**src/rtl/pwm_bridge_array.sv**
```systemverilog
// rtl/pwm_bridge_array.sv - multi-channel complementary PWM with double-buffered duty and dead-time
module pwm_bridge_array #(
  parameter int N        = 4,
  parameter int PRESCALE = 120,
  parameter int M        = $clog2(PRESCALE),
  parameter int CHANNELS = 2,
  parameter int DEAD     = 2,
  parameter int CW       = (CHANNELS > 1) ? $clog2(CHANNELS) : 1
) (
  input  logic                i_clk,
  input  logic                i_rst_n,
  input  logic                i_ena,
  input  logic                i_wr_en,
  input  logic [CW-1:0]       i_wr_chan,
  input  logic [N-1:0]        i_wr_duty,
  output logic [CHANNELS-1:0] o_pwm_out_A,
  output logic [CHANNELS-1:0] o_pwm_out_B,
  output logic                o_frame_start
);

  localparam int PW = (M < 1) ? 1 : M;
  localparam int DW = (DEAD < 1) ? 1 : $clog2(DEAD + 1);
  localparam logic [PW-1:0] PS_LAST = PW'(PRESCALE - 1);
  localparam logic [DW-1:0] DEAD_L  = DW'(DEAD);
  localparam logic [CW:0]   CH_L    = (CW + 1)'(CHANNELS);
  localparam logic [N-1:0]  PH_LAST = '1;

  logic [PW-1:0]       r_presc;
  logic [N-1:0]        r_phase;
  logic                r_ena_d;
  logic                r_frame_start;
  logic [N-1:0]        r_shadow [CHANNELS];
  logic [N-1:0]        r_active [CHANNELS];
  logic [CHANNELS-1:0] r_raw;
  logic [DW-1:0]       r_cnt    [CHANNELS];
  logic [CHANNELS-1:0] r_pwm_a;
  logic [CHANNELS-1:0] r_pwm_b;

  logic                w_run;
  logic                w_step;
  logic                w_wrap;
  logic                w_boundary;
  logic                w_wr_ok;
  logic [CHANNELS-1:0] w_raw_next;

  // The first enabled cycle is treated like a phase update so a restart matches a frame wrap.
  assign w_run      = i_ena && r_ena_d;
  assign w_step     = w_run && (r_presc == PS_LAST);
  assign w_wrap     = w_step && (r_phase == PH_LAST);
  assign w_boundary = (i_ena && !r_ena_d) || w_wrap;
  assign w_wr_ok    = i_wr_en && ({1'b0, i_wr_chan} < CH_L);

  always_comb begin
    w_raw_next = '0;
    for (int c = 0; c < CHANNELS; c++) begin
      w_raw_next[c] = (r_phase < r_active[c]);
    end
  end

  always_ff @(posedge i_clk or negedge i_rst_n) begin
    if (!i_rst_n) begin
      r_presc       <= '0;
      r_phase       <= '0;
      r_ena_d       <= 1'b0;
      r_frame_start <= 1'b0;
      r_raw         <= '0;
      r_pwm_a       <= '0;
      r_pwm_b       <= '0;
      for (int c = 0; c < CHANNELS; c++) begin
        r_shadow[c] <= '0;
        r_active[c] <= '0;
        r_cnt[c]    <= '0;
      end
    end else begin
      r_ena_d       <= i_ena;
      r_frame_start <= w_boundary;

      if (!w_run) begin
        r_presc <= '0;
        r_phase <= '0;
      end else if (w_step) begin
        r_presc <= '0;
        r_phase <= r_phase + 1'b1;
      end else begin
        r_presc <= r_presc + 1'b1;
      end

      // Active takes the pre-edge shadow, so a write on the boundary edge waits a frame.
      for (int c = 0; c < CHANNELS; c++) begin
        if (w_boundary) r_active[c] <= r_shadow[c];
      end
      if (w_wr_ok) r_shadow[i_wr_chan] <= i_wr_duty;

      for (int c = 0; c < CHANNELS; c++) begin
        if (!w_run) begin
          r_raw[c] <= 1'b0;
          r_cnt[c] <= '0;
        end else begin
          r_raw[c] <= w_raw_next[c];
          if (w_raw_next[c] != r_raw[c]) r_cnt[c] <= '0;
          else if (r_cnt[c] != DEAD_L)   r_cnt[c] <= r_cnt[c] + 1'b1;
        end

        if (!i_ena) begin
          r_pwm_a[c] <= 1'b0;
          r_pwm_b[c] <= 1'b0;
        end else begin
          r_pwm_a[c] <= r_raw[c] && (r_cnt[c] == DEAD_L);
          r_pwm_b[c] <= !r_raw[c] && (r_cnt[c] == DEAD_L);
        end
      end
    end
  end

  assign o_pwm_out_A   = r_pwm_a;
  assign o_pwm_out_B   = r_pwm_b;
  assign o_frame_start = r_frame_start;

endmodule

```
**config.mk**
```make
export PLATFORM = sky130hd
export DESIGN_NAME = pwm_bridge_array
export DESIGN_NICKNAME = d
export VERILOG_FILES = /design/src/rtl/pwm_bridge_array.sv
export SDC_FILE = /design/constraint.sdc
export NUM_CORES = 1
export LEC_CHECK = 0
export CAP_MARGIN = 20
export CORE_ASPECT_RATIO = 0.75
export CORE_MARGIN = 2
export CORE_UTILIZATION = 50
export CTS_CLUSTER_SIZE = 25
export DETAILED_ROUTE_END_ITERATION = 10
export GPL_TIMING_DRIVEN = 0
export PLACE_DENSITY = 0.77
export SYNTH_ARGS = -nofsm -noshare
export SYNTH_HDL_FRONTEND = slang
export SYNTH_SLANG_ARGS = --single-unit
```
**constraint.sdc**
```tcl
create_clock -name i_clk -period 3.2 [get_ports i_clk]
set_input_delay 0.32 -clock i_clk [delete_from_list [all_inputs] [get_ports i_clk]]
set_output_delay 0.32 -clock i_clk [all_outputs]
set_load 0.01 [all_outputs]
```
==> results of run 1 <==
==> stage by stage <==
stage / utilization / power, mW / instances
after floorplan: - / 0.6176 / 174
after global placement: 0.5776 / 0.6544 / 239
after detailed placement: 0.5762 / 0.6625 / 239
after CTS: 0.5984 / 0.9792 / 247
after global routing: 0.5984 / 1.018 / 247
final: 0.5984 / 0.9707 / 247
==> synthesized netlist by cell type <==
library cell | number | share of area
dfrtp_1 | 39 | 0.51
nor2_1 | 22 | 0.043
nand3_1 | 12 | 0.031
inv_1 | 11 | 0.022
ha_1 | 10 | 0.065
a22oi_1 | 8 | 0.031
mux2_2 | 8 | 0.047
nand2_1 | 8 | 0.016
o311ai_0 | 6 | 0.027
xor2_1 | 5 | 0.023
a21oi_1 | 4 | 0.010
and3_1 | 4 | 0.013
xnor2_1 | 4 | 0.018
a21boi_0 | 3 | 0.012
nand2b_1 | 3 | 0.0098
o21ai_0 | 3 | 0.0078
a2111oi_4 | 2 | 0.029
a211oi_1 | 2 | 0.0078
clkbuf_1 | 2 | 0.0039
nor2b_1 | 2 | 0.0065
o211ai_1 | 2 | 0.0078
o21a_1 | 2 | 0.0078
or3_1 | 2 | 0.0065
and2_1 | 1 | 0.0033
buf_1 | 1 | 0.0020
buf_6 | 1 | 0.0059
nand4_4 | 1 | 0.011
nor2_2 | 1 | 0.0033
nor3_1 | 1 | 0.0026
nor3_4 | 1 | 0.0085
nor3b_1 | 1 | 0.0039
o21ai_1 | 1 | 0.0026
or2_2 | 1 | 0.0033
==> final cells by class <==
| type | instances | area [um^2] | area share |
|---|---|---|---|
| Buffer | 4 | 22.52 | 0.01028 |
| Tap cell | 52 | 65.06 | 0.02970 |
| Multi-Input combinational cell | 120 | 879.6 | 0.4015 |
| Sequential cell | 39 | 975.9 | 0.4455 |
| Timing Repair Buffer | 13 | 125.1 | 0.05711 |
| Clock inverter | 1 | 5.005 | 0.002284 |
| Clock buffer | 7 | 76.32 | 0.03484 |
| Inverter | 11 | 41.29 | 0.01885 |
==> cell families (layout without fill, tap and decap cells) <==
kind of cell	count (synthesis)	after routing	synth area share
AOI/OAI and AO/OA	33	33	0.1434
xor gates and xnor gates	9	9	0.04107
adders and majority gates	10	10	0.06519
buffers and inverters	15	36	0.03325
DFF	39	39	0.5085
muxes	8	8	0.04694
and+or+nand+nor	60	60	0.1617
==> final timing paths <==
kind	startpoint	to	slack (ps)
worst max-delay path	r_presc[0]	r_active[3]	1390
worst min-delay path	i_rst_n	o_pwm_out_B[0]	130
worst max register to register	r_presc[0]	r_active[3]	1390
worst min register to register	r_raw[1]	o_pwm_out_B[1]	470
max in group asynchronous	i_rst_n	r_phase[2]	2510
min in group i_clk	r_raw[1]	o_pwm_out_B[1]	470
==> state kept, by name, summed over array words and instances (netlist names) <==
name           flops
o_frame_start      1
o_pwm_out_A        2
o_pwm_out_B        2
r_active           8
r_cnt              4
r_ena_d            1
r_phase            4
r_presc            7
r_raw              2
r_shadow           8
==> metal layers <==
| layer | vias to the layer above | share of wire | track usage |
|---|---|---|---|
| li1 | 652 | - | - |
| met5 | - | 0 | 0 |
| met2 | 24 | 0.48 | 0.2783 |
| met4 | 0 | 0.015 | 0.07018 |
| met3 | 7 | 0.032 | 0.05391 |
| met1 | 663 | 0.47 | 0.2597 |
==> critical path, delay by kind of cell, from the launching register on <==
| family | cells | cell delay, ps |
|---|---|---|
| buffers and inverters | 1 | 200 |
| and+or+nand+nor | 3 | 640 |
| adders and majority gates | 1 | 270 |
| DFF | 1 | 390 |
| AOI/OAI and AO/OA | 1 | 150 |
==> power groups by stage <==
stage	Clock (mW)	Combinational [mW]	Sequential (mW)
after detailed placement	0	0.104	0.558
after global routing	0.349	0.116	0.553
after floorplan	0	0.0663	0.551
after global placement	0	0.0983	0.556
final	0.318	0.104	0.549
after CTS	0.326	0.105	0.549
==> run metrics, run 1 <==
outcome complete, no violations; clock share of power 0.327; pwr dens 443.1 mW/mm^2; CP startpoint kind flop; Required @ worst endpoint 3340 ps; CP Capture Type flop; worst path cell trace ha_1 > nand4_4 > nor3_4 > buf_6 > nand3_1 > o311ai_0; chip height 57.66 um; crit path DAT 1950 ps; CTS tree done; worst setup path class reg2reg; drt drc 0; Final ANT Viol Nets 0; Gate power share 0.107; Synth Instances 174; Switch Pwr 0.2439 mW; placed instance area 0.002110 mm^2; first-pass GRT wire length 6065 um; switch share 0.2512; Post-Route Skew 7.089 ps; Final Cycle Share 0.5663; Post-CTS Hold Buffers 0; Final Hold Viols 0; Sink Count 39; Layout fillers 316; largest net degree at the start of global routing 40; post-place setup slack 1261 ps; final net count 213; Vias/cell 5.449; Distinct cells, synth 33; ANT cells 0; min cycle time layout 1812 ps; most frequent cells in the layout dfrtp_1, nor2_1, nand3_1, clkdlybuf4s50_1, inv_1; Peak VDD IR 0.2983 mV; P_int 0.7269 mW; Hold Crit Class in2async; Total Wirelength 3579 um; setup tns final 0 ps; maximum clock path buffer count 2; drt pass-1 iters 4; share of cells above drive strength 1 0.1128; Design Area, Final 0.002191 mm^2; clk slew on worst S/H paths 70 ps; worst-margin pin slew 863.4 ps; Critical-path top delay cell dfrtp_1; Starting DRT DRC Count 66; P_leak 1.010 nW; Clock Latency Late Sink 290 ps; detailed placement HPWL 2591 um; Hold Slack 129.4 ps; most common cell after layout, fill and taps aside dfrtp_1; Seq cells post-synth 39; root buf cell clkbuf_8; PostCTS Resize Cnt 0; die area 0.004355 mm^2; Layout area overhead 14.15%; RePlAce Congestion 0.8611; Fmax 551.8 MHz; fin worst setup slack 1388 ps; Max-Cap Viols 0; Tot GR Track Use 0.1866; YS warnings 0; Die Width 75.54 um; worst-path maximum fanout 10; GR Overflow Total 0; Post-CTS Repair Setup Buffers 0; syn_nets 193; Worst Reg2Reg Path Length in Cells 6; slew margin rel. 0.4244; boundary pin count 14; Reg power frac 0.566; Core Region 0.003661 mm^2; number of setup violations in the final report 0; H-tree lvl count 2; routed via count 1346; Mapped Avg Cell Area 11.03 um^2; WL per Instance 14.49 um; post-synthesis sequential area ratio 0.5085; vias in the first global route 1303; Port Buffers 13; Post-Syn Area 0.001919 mm^2; initial antenna violation count 0; Starting Density 0.5243; site row count 19; number of CTS-inserted buffers 5; max incr delay on CP 390 ps; RSZ-0062 raised after global routing false; Final Max Tran Viols 0
No activity file was read; power rests on OpenSTA's default activity.
==> run 2: changes to the inputs <==
==> constraint.sdc (replaced) <==
create_clock -name i_clk -period 1.8 [get_ports i_clk]
set_input_delay 0.18 -clock i_clk [delete_from_list [all_inputs] [get_ports i_clk]]
set_output_delay 0.18 -clock i_clk [all_outputs]
set_load 0.01 [all_outputs]
==> run 2 against run 1 <==
Net effect: clock skew about the same; fmax increased by 10%; register-to-register slack got worse by 1200 ps; combinational power increased by 76%; sequential share of layout area decreased by 0.20 points; critical path type unchanged; critical endpoint unchanged; die area unchanged; wire length unchanged; the flow now finishes with violations (hold timing); setup slack got worse by 1200 ps; final cell count increased by 0.40%; first-iteration DRC count increased by 20%; utilization increased by 0.27 points; clock-buffer cell count unchanged.
==> run metrics, run 2 (synthesized netlist as in run 1, its figures left out) <==
Vias/cell 5.444 (-0.11%); CP startpoint kind flop; RePlAce Congestion 0.8611 (unchanged); worst-path maximum fanout 8 (-2); Tot GR Track Use 0.1885 (+0.001826); share of cells above drive strength 1 0.1224 (+0.009628); Critical-path top delay cell o21ai_1; Post-CTS Hold Buffers 0 (unchanged); Post-Route Skew 7.582 ps (+0.4929 ps); Final Max Tran Viols 0 (unchanged); site row count 19 (unchanged); number of CTS-inserted buffers 5 (unchanged); drt pass-1 iters 4 (unchanged); H-tree lvl count 2 (unchanged); CP Capture Type flop; first-pass GRT wire length 6113 um (+0.79%); drt drc 0 (unchanged); slew margin rel. 0.4276 (+0.003147); Max-Cap Viols 0 (unchanged); outcome finished, violations left; Final Hold Viols 8 (+8); pwr dens 784.0 mW/mm^2 (+77%); CP delay by family, top compound AO/OA/AOI/OAI gates; clk slew on worst S/H paths 70 ps (about the same); CP bufs+invs 1 (unchanged); most common cell after layout, fill and taps aside dfrtp_1; most frequent cells in the layout dfrtp_1, nor2_1, nand3_1, clkdlybuf4s50_1, inv_1; Port Buffers 13 (unchanged); worst path cell trace inv_1 > o21ai_1 > a22oi_1 > o311ai_0; Starting DRT DRC Count 79 (+20%); P_leak 1.013 nW (+0.28%); Total Wirelength 3579 um (unchanged); Final Power 1.725 mW (+78%); number of setup violations in the final report 0 (unchanged); ANT cells 0 (unchanged); Sink Count 39 (unchanged); Design Area, Final 0.002201 mm^2 (+0.46%); crit path DAT 1790 ps (-160 ps); min cycle time layout 1643 ps (-169.0 ps); FF+latch area 975.9 um^2 (unchanged); Final Cycle Share 0.9129 (+0.3466); Starting Density 0.5243 (unchanged); top flop regs r_active (8), r_shadow (8), r_presc (7); vias in the first global route 1307 (+0.31%); die area 0.004355 mm^2 (unchanged); placed instance area 0.002110 mm^2 (unchanged); Final ANT Viol Nets 0 (unchanged); boundary pin count 14 (unchanged); worst setup path class reg2reg; Fmax 608.6 MHz (+10%); final net count 214 (+0.47%); WL per Instance 14.43 um (-0.40%); detailed placement HPWL 2591 um (unchanged); Layout fillers 311 (-1.6%); Clock Latency Late Sink 290 ps (about the same); max incr delay on CP 560 ps (+170 ps); RSZ-0062 raised after global routing false; failing checks hold timing; Die Width 75.54 um (unchanged); initial antenna violation count 0 (unchanged); routed via count 1350 (+0.30%); largest net degree at the start of global routing 40 (unchanged); Required @ worst endpoint 1950 ps (-1390 ps); CTS tree done; worst-margin pin slew 858.7 ps (-4.721 ps); GR Overflow Total 0 (unchanged); Layout area overhead 14.67%; chip height 57.66 um (unchanged); Hold Slack -14.68 ps (-144.1 ps); Hold Crit Class in2async; setup tns final 0 ps (unchanged); Peak VDD IR 0.5293 mV (+77%); maximum clock path buffer count 2 (unchanged); Core Region 0.003661 mm^2 (unchanged); root buf cell clkbuf_8; area of the multi-input gates 882.1 um^2 (+0.28%)
[run 2: cell count changes in the layout (fill, tap and decap cells not counted), sizes merged]
cell	delta
buf	+1
[run 2: worst register-to-register path, stage by stage, from the launching register on]
cell and delay, ps:
dfrtp_1 450, inv_1 180, o21ai_1 560, a22oi_1 160
o311ai_0 160
[run 2: worst paths after layout]
kind                          start             end  slack [ps]  depth (start not counted)
min in group i_clk         r_raw[1]  o_pwm_out_B[1]         470                          1
min                         i_rst_n  o_pwm_out_B[0]         -10                          1
max                         r_ena_d     r_active[3]         160                          4
max reg2reg                 r_ena_d     r_active[3]         160                          4
min reg2reg                r_raw[1]  o_pwm_out_B[1]         470                          1
max in group asynchronous   i_rst_n      r_phase[2]        1260                          1
[run 2: cell type report]
cell class,count,share of cell area
Sequential cell,39,0.4434
Multi-Input combinational cell,120,0.4008
Timing Repair Buffer,14,0.06026
Clock buffer,7,0.03468
Tap cell,52,0.02956
Inverter,11,0.01876
Buffer,4,0.01023
Clock inverter,1,0.002274
[run 2: repair_timing]
item                                    4_1_cts  5_1_grt
endpoints found under the setup margin        2        1
gates resized for setup                       0        1
pin swaps                                     1        0
buffers inserted                              1        0
[run 2: per-stage QoR]
stage | std cells | setup slack, ps | util
5_1_grt | 248 | 34.00 | 0.6012
3_3_place_gp | 239 | -304.1 | 0.5776
2_1_floorplan | 174 | 295.1 | -
6_report | 248 | 156.8 | 0.6012
3_5_place_dp | 239 | -9.458 | 0.5762
4_1_cts | 248 | 121.9 | 0.6005
[run 2: routing by layer]
metal | wire length, um | track usage | vias up
li1 | - | - | 656
met1 | 1698 | 0.2631 | 668
met2 | 1713 | 0.2845 | 21
met3 | 129 | 0.05217 | 5
met4 | 38 | 0.06516 | 0
met5 | 0 | 0 | -
[run 2: report_power, final]
part | internal, mW | switching (mW)
clock | 0.272 | 0.294
combinational | 0.0871 | 0.0959
sequential | 0.933 | 0.0431
==> run 3: changes to the inputs <==
--- a/config.mk
+++ b/config.mk
@@ -12,6 +12,7 @@
 export CTS_CLUSTER_SIZE = 25
 export DETAILED_ROUTE_END_ITERATION = 10
 export GPL_TIMING_DRIVEN = 0
+export MAX_ROUTING_LAYER = met4
 export PLACE_DENSITY = 0.77
 export SYNTH_ARGS = -nofsm -noshare
 export SYNTH_HDL_FRONTEND = slang
==> run 3 against run 2 <==
Net effect: the run still ends with hold timing left; cell area is the same; sequential share of layout area unchanged; worst hold slack better by 4.6 ps; largest power group unchanged.
==> run metrics, run 3 (synthesized netlist as in run 1, its figures left out) <==
Sink Count 39 (unchanged); Final Max Tran Viols 0 (unchanged); boundary pin count 14 (unchanged); routed via count 1360 (+0.74%); outcome finished, violations left; Clock Latency Late Sink 290 ps (about the same); RePlAce Congestion 0.8749 (+1.6%); Post-Layout Cell Count 248 (unchanged); CTS tree done; most frequent cells in the layout dfrtp_1, nor2_1, nand3_1, clkdlybuf4s50_1, inv_1; DP Cell Count 239 (unchanged); GR Overflow Total 0 (unchanged); detailed placement HPWL 2591 um (unchanged); Starting Density 0.5243 (unchanged); failing checks hold timing; number of CTS-inserted buffers 5 (unchanged); post-place setup slack -9.458 ps (unchanged); switch share 0.2511 (about the same); CP Capture Type flop; fin worst setup slack 160.5 ps (+3.699 ps); Util after Layout 0.6012 (unchanged); Vias/cell 5.484 (+0.74%); Switch Pwr 0.4333 mW (about the same); worst setup path class reg2reg; Reg power frac 0.566 (about the same); H-tree lvl count 2 (unchanged); Final Power 1.726 mW (about the same); Critical-path top delay cell o21ai_1; number of setup violations in the final report 0 (unchanged); drt drc 0 (unchanged); slew margin rel. 0.4376 (+0.01004); max incr delay on CP 560 ps (about the same); setup tns final 0 ps (unchanged); ANT cells 0 (unchanged); Layout fillers 311 (unchanged); Final Cycle Share 0.9108 (-0.002055); maximum clock path buffer count 2 (unchanged); Final ANT Viol Nets 0 (unchanged); Layout area overhead 14.67% (unchanged); share of cells above drive strength 1 0.1224 (unchanged); P_int 1.292 mW (about the same); Design Area, Final 0.002201 mm^2 (unchanged); die area 0.004355 mm^2 (unchanged); top flop regs r_active (8), r_shadow (8), r_presc (7); min cycle time layout 1639 ps (-3.699 ps); Post-Route Skew 7.860 ps (+0.2787 ps); pwr dens 784.1 mW/mm^2 (about the same); Die Width 75.54 um (unchanged); Required @ worst endpoint 1950 ps (about the same); clock share of power 0.328 (about the same); root buf cell clkbuf_8; Core Region 0.003661 mm^2 (unchanged); P_leak 1.013 nW (unchanged); worst-path maximum fanout 8 (unchanged); Post-CTS Hold Buffers 0 (unchanged); first-pass GRT wire length 6078 um (-0.57%); final net count 214 (unchanged); Starting DRT DRC Count 70 (-11%); placed instance area 0.002110 mm^2 (unchanged); CP bufs+invs 1 (unchanged); Total Wirelength 3571 um (-0.22%); Hold Slack -10.05 ps (+4.628 ps); Fmax 609.9 MHz (+0.23%); chip height 57.66 um (unchanged); Gate power share 0.106 (about the same); Tot GR Track Use 0.1935 (+0.004993); Port Buffers 13 (unchanged); Max-Cap Viols 0 (unchanged); WL per Instance 14.40 um (-0.22%); RSZ-0062 raised after global routing false; CP delay by family, top compound AO/OA/AOI/OAI gates; drt pass-1 iters 4 (unchanged); clk slew on worst S/H paths 70 ps (about the same); vias in the first global route 1310 (+0.23%); site row count 19 (unchanged); largest net degree at the start of global routing 40 (unchanged); worst-margin pin slew 843.6 ps (-15.05 ps); most common cell after layout, fill and taps aside dfrtp_1; Final Hold Viols 14 (+6); initial antenna violation count 0 (unchanged); crit path DAT 1790 ps (about the same); worst path cell trace inv_1 > o21ai_1 > a22oi_1 > o311ai_0; CP startpoint kind flop; Peak VDD IR 0.5296 mV (about the same); Hold Crit Class in2async
## run 3: cell counts in the layout (fill, tap and decap cells not counted)
Identical to the previous run, type by type.
## run 3: worst reg2reg max path, stage by stage (launching register included)
cell and delay, ps:
dfrtp_1 450, inv_1 180, o21ai_1 560, a22oi_1 150
o311ai_0 160
## run 3: final timing paths
kind / to / cells after the start / slack [ps] / from
max: r_active[3] / 4 / 160 / r_ena_d
min: o_pwm_out_B[0] / 1 / -10 / i_rst_n
max reg2reg: r_active[3] / 4 / 160 / r_ena_d
min reg2reg: o_pwm_out_B[1] / 1 / 470 / r_raw[1]
max in group asynchronous: r_phase[0] / 1 / 1270 / i_rst_n
min in group i_clk: o_pwm_out_B[1] / 1 / 470 / r_raw[1]
## run 3: routing by layer
layer | vias to the layer above | wire (um) | track usage
met3 | 5 | 122 | 0.05217
met4 | 0 | 36 | 0.06516
met5 | - | 0 | -
li1 | 659 | - | -
met2 | 19 | 1728 | 0.2857
met1 | 677 | 1684 | 0.2597
## run 3: area by class of cell
cell class                 count  area (um^2)  area share
sequential                    39        975.9      0.4434
multi-input combinational    120        882.1      0.4008
timing repair buffer          14        132.6     0.06026
clock buffer                   7        76.32     0.03468
tap                           52        65.06     0.02956
inverter                      11        41.29     0.01876
buffer                         4        22.52     0.01023
clock inverter                 1        5.005    0.002274
## run 3: repair_timing
action                                  4_1_cts  5_1_grt
endpoints found under the setup margin        2        1
pin swaps                                     1        0
setup buffers                                 1        0
gates resized for setup                       0        1
## run 3: power groups by stage
stage | clock, mW | combinational (mW) | sequential, mW
floorplan | 0 | 0.118 | 0.980
global placement | 0 | 0.175 | 0.989
detailed placement | 0 | 0.185 | 0.993
CTS | 0.579 | 0.186 | 0.976
global route | 0.621 | 0.206 | 0.984
finish | 0.567 | 0.183 | 0.976
